File: src/rtl/transmissor_paridade.sv
// Serial parity transmitter: frames b1..b5 plus parity bit bp as start/data/parity/stop on tx.
// Define PARIDADE_IMPAR_EN for odd parity; the default build uses even parity.
module transmissor_paridade #(
  parameter int unsigned CLKS_PER_BIT = 1
) (
  input  logic clk,
  input  logic rst,
  input  logic start,
  input  logic b1,
  input  logic b2,
  input  logic b3,
  input  logic b4,
  input  logic b5,
  output logic tx,
  output logic busy,
  output logic done,
  output logic p_b1,
  output logic p_b2,
  output logic p_b3,
  output logic p_b4,
  output logic p_b5,
  output logic p_bp
);

  localparam int unsigned CW = $clog2(CLKS_PER_BIT + 1);
  localparam logic [CW-1:0] RELOAD = CW'(CLKS_PER_BIT - 1);
  localparam logic [CW-1:0] ONE    = CW'(1);

  typedef enum logic [2:0] {
    IDLE,
    START,
    DATA,
    PARITY,
    STOP
  } state_t;

  state_t        state;
  logic [CW-1:0] cnt;
  logic [2:0]    idx;
  logic [4:0]    shreg;
  logic          par_in;
  logic          bit_end;

  always_comb begin
`ifdef PARIDADE_IMPAR_EN
    par_in = ~(b1 ^ b2 ^ b3 ^ b4 ^ b5);
`else
    par_in = b1 ^ b2 ^ b3 ^ b4 ^ b5;
`endif
    bit_end = (cnt == '0);
  end

  // NOTE: all state and outputs use non-blocking assignments so every register
  // samples pre-edge values; blocking here would chain updates within one edge.
  always_ff @(posedge clk) begin
    if (rst) begin
      state <= IDLE;
      tx    <= 1'b1;
      busy  <= 1'b0;
      done  <= 1'b0;
      cnt   <= '0;
      idx   <= '0;
      shreg <= '0;
      p_b1  <= 1'b0;
      p_b2  <= 1'b0;
      p_b3  <= 1'b0;
      p_b4  <= 1'b0;
      p_b5  <= 1'b0;
      p_bp  <= 1'b0;
    end else begin
      done <= 1'b0;
      case (state)
        IDLE: begin
          if (start) begin
            state <= START;
            tx    <= 1'b0;
            busy  <= 1'b1;
            cnt   <= RELOAD;
            idx   <= '0;
            shreg <= {b5, b4, b3, b2, b1};
            p_b1  <= b1;
            p_b2  <= b2;
            p_b3  <= b3;
            p_b4  <= b4;
            p_b5  <= b5;
            p_bp  <= par_in;
          end
        end
        START: begin
          if (bit_end) begin
            state <= DATA;
            tx    <= shreg[0];
            shreg <= shreg >> 1;
            cnt   <= RELOAD;
            idx   <= '0;
          end else begin
            cnt <= cnt - ONE;
          end
        end
        DATA: begin
          if (bit_end) begin
            cnt <= RELOAD;
            if (idx == 3'd4) begin
              state <= PARITY;
              tx    <= p_bp;
            end else begin
              idx   <= idx + 3'd1;
              tx    <= shreg[0];
              shreg <= shreg >> 1;
            end
          end else begin
            cnt <= cnt - ONE;
          end
        end
        PARITY: begin
          if (bit_end) begin
            state <= STOP;
            tx    <= 1'b1;
            cnt   <= RELOAD;
            // done is registered, so it must be raised one edge ahead of the last stop cycle
            done  <= (CLKS_PER_BIT == 1);
          end else begin
            cnt <= cnt - ONE;
          end
        end
        STOP: begin
          if (bit_end) begin
            state <= IDLE;
            busy  <= 1'b0;
          end else begin
            cnt  <= cnt - ONE;
            done <= (cnt == ONE);
          end
        end
        default: begin
          state <= IDLE;
          tx    <= 1'b1;
          busy  <= 1'b0;
        end
      endcase
    end
  end

endmodule

File: config.mk
export PLATFORM = sky130hd
export DESIGN_NAME = transmissor_paridade
export DESIGN_NICKNAME = d
export VERILOG_FILES = /design/src/rtl/transmissor_paridade.sv
export SDC_FILE = /design/constraint.sdc
export NUM_CORES = 1
export LEC_CHECK = 0
export ABC_AREA = 1
export CORE_ASPECT_RATIO = 0.7
export CORE_MARGIN = 2
export CORE_UTILIZATION = 25
export CTS_CLUSTER_DIAMETER = 60
export CTS_CLUSTER_SIZE = 20
export DETAILED_ROUTE_END_ITERATION = 8
export GPL_TIMING_DRIVEN = 0
export PLACE_DENSITY = 0.45
export SYNTH_ARGS = -nofsm -noshare
export SYNTH_HDL_FRONTEND = slang
export SYNTH_SLANG_ARGS = --single-unit
File: constraint.sdc
create_clock -name clk -period 3.95 [get_ports clk]
set_clock_uncertainty 0.2 [all_clocks]
set_input_delay 0.79 -clock clk [delete_from_list [all_inputs] [get_ports clk]]
set_output_delay 0.79 -clock clk [all_outputs]
set_load 0.05 [all_outputs]
==> impl_metrics.ini <==
[finish]
antennaDiodeCount = 0
post_route_cells_drive_above_1_share_pct = 10.1
area_delta_synth_final_pct = 27.8
finish.instance_area_um2 = 1290
fin_nets = 180

[routing]
avgViaCountPerCell = 4.26
drt_pass1_iterations = 4
wl_mm = 2.23
drtIter0Drc = 39
antenna_left = 0
vias = 942
route.detailed.drc = 0
routedWlPerCell_um = 10.1

[timing]
post-route-period-util_pct = 60.6
holdWs_ps = 267
finalSetupViolCount = 0
rsz0062_at_grt = false
setup_slack_ps = 1560
drv_slew = 0
setup-tns-final_ps = 0
max_freq_ghz = 0.418
period_needed_ps = 2390
tightestPinTransition_ps = 562
slew_headroom_pct = 62.5
hold_viol_final = 0

[power]
leakage_nw = 0.575
ir_drop_uv = 166
power_density_nw_per_um2 = 478

[global_routing]
grt_max_degree = 12
grt_pass1_vias = 848
grt_pass1_wl_mm = 3.87
grt_overflow = 0
track_usage_pct = 10.8
antenna_found_initial = 0

[yosys]
synth_xor_area_share_pct = 1.73
synth_compound_area_share_pct = 10.2
synth-seq-cells = 20
synth_edf_count = 0
yosys.area_share.simple_pct = 36.3
syn_inst = 149
async_flop_share_pct = 0
syn_nets = 159
synth_top_family_by_area = simple AND/OR/NAND/NOR gates
yosys.area_share.adder_pct = 2.48
yosysSeqAreaShare_pct = 39.7
syn_area_per_cell_um2 = 6.78
synth_flop_cell = dfxtp_1
ys_warn_count = 0
synthTopCellsByArea = dfxtp_1 (40%), nand2_1 (17%), inv_1 (7.4%)
netlist_area_um2 = 1010
synth_cell_type_count = 20
yosys.area.top_type_share_pct = 39.7
yosysTopAreaCell = dfxtp_1
synthMuxAreaShare_pct = 0
synth.top_cells.by_count = nand2_1 (45), dfxtp_1 (20), inv_1 (20)
synth_most_common_cell = nand2_1

[place]
dp_slack_ps = 1650
gp_congestion = 0.815
hpwl_mm = 1.74
port_buffers = 16
dpl_cell_area_um2 = 1230

[outcome]
status = completed

[clock_tree]
clockRootBuffer = clkbuf_8
cts.sinks = 20
cts_buffers = 3
ctsHoldBuffers = 0
clockBufferDepth = 2
ctsResizeCount = 0
worstSkewPairLatency_ps = 260
cts_tree = built
cts_max_level = 1
cts_setup_buffers = 0
clk_pin_slew_ps = 80

[critical_path]
critical_path_required_ps = 2960
cp.arrival_ps = 1400
critPathKind = flip-flop to primary output
cp.buffers_inverters = 1
endpoint_kind = primary output
startpoint_type = flip-flop
critical-path-top-delay-family = buffers and inverters
critPathSlowestCell = clkdlybuf4s50_1
path_max_fanout = 2
worst_path_largest_cell_delay_ps = 800
crit_chain = clkdlybuf4s50_1

[floorplan]
floorplan.initialDensity_pct = 25.9
die-area_um2 = 4570
rows = 19
ios = 17
die_y_um = 57.2
core_um2 = 3900
die_w_um = 80.0

[run]
cap_violations = 0

[worst_hold_path]
hp-class = flip-flop to flip-flop
-- report_power, final --
part	internal, mW	leakage [nW]	switching (mW)
clock	0.0887	0.0288	0.0698
sequential	0.231	0.165	0.0199
combinational	0.0730	0.382	0.134
total	0.392	0.575	0.224
-- per-layer routing --
layer,track usage (%),up-vias,routed length (µm)
met5,0,-,0
met4,2.18,0,8
met3,3.96,2,111
met2,16.5,18,968
met1,14.8,416,1140
li1,-,506,-
-- sequential cells by signal (all words and copies together) (netlist names) --
name   flops
busy       1
done       1
idx        3
p_b1       1
p_b2       1
p_b3       1
p_b4       1
p_b5       1
p_bp       1
shreg      5
state      3
tx         1
-- worst register-to-register path, cell delays in order (launching register included) --
cell and delay, ps:
dfxtp_1 380, inv_1 60, ha_1 170, nand2_1 100, inv_1 60, nand3_1 120
nand3_2 140, buf_6 180, a21oi_1 120, nor2_1 50
-- through the flow --
stage	util [%]	cells	power, mW
after floorplan	-	149	0.404
final	33.1	221	0.616
after CTS	33.1	221	0.626
after global routing	33.1	221	0.659
after detailed placement	31.7	217	0.465
after global placement	31.7	217	0.463
-- area by class of cell --
cell class / instances / area [µm²]
Inverter: 22 / 82.6
Buffer: 2 / 15.0
Multi-Input combinational cell: 105 / 512
Timing Repair Buffer: 16 / 160
Fill cell: 420 / 2610
Clock buffer: 4 / 55.1
Tap cell: 52 / 65.1
Sequential cell: 20 / 400
-- final timing paths --
| kind | slack [ps] | startpoint | cells past startpoint | end |
|---|---|---|---|---|
| worst max-delay path | 1560 | tx | 1 | tx |
| worst min register to register | 270 | p_b1 | 2 | p_b1 |
| worst min-delay path | 270 | p_b1 | 2 | p_b1 |
| worst max register to register | 2290 | idx[1] | 9 | idx[0] |
-- cells by family (layout without fill, tap and decap cells) --
family	count (synthesis)	in the layout
flops	20	20
buf+inv	24	44
simple gates	82	82
fa+ha+maj	2	2
xor+xnor	2	2
compound gates	19	19
-- layout by cell type, fill, tap and decap left out, drive strengths merged --
cell	netlist	layout
o21ai	8	8
nor4	1	1
nor2	15	15
clkbuf	0	4
dfxtp	20	20
nand4	2	2
inv	22	22
xor2	1	1
clkdlybuf4s50	0	16
buf	2	2
nor3	3	3
nand3	12	12
ha	2	2
nand2	49	49
xnor2	1	1
a21oi	11	11
No activity file was read; power rests on OpenSTA's default activity.
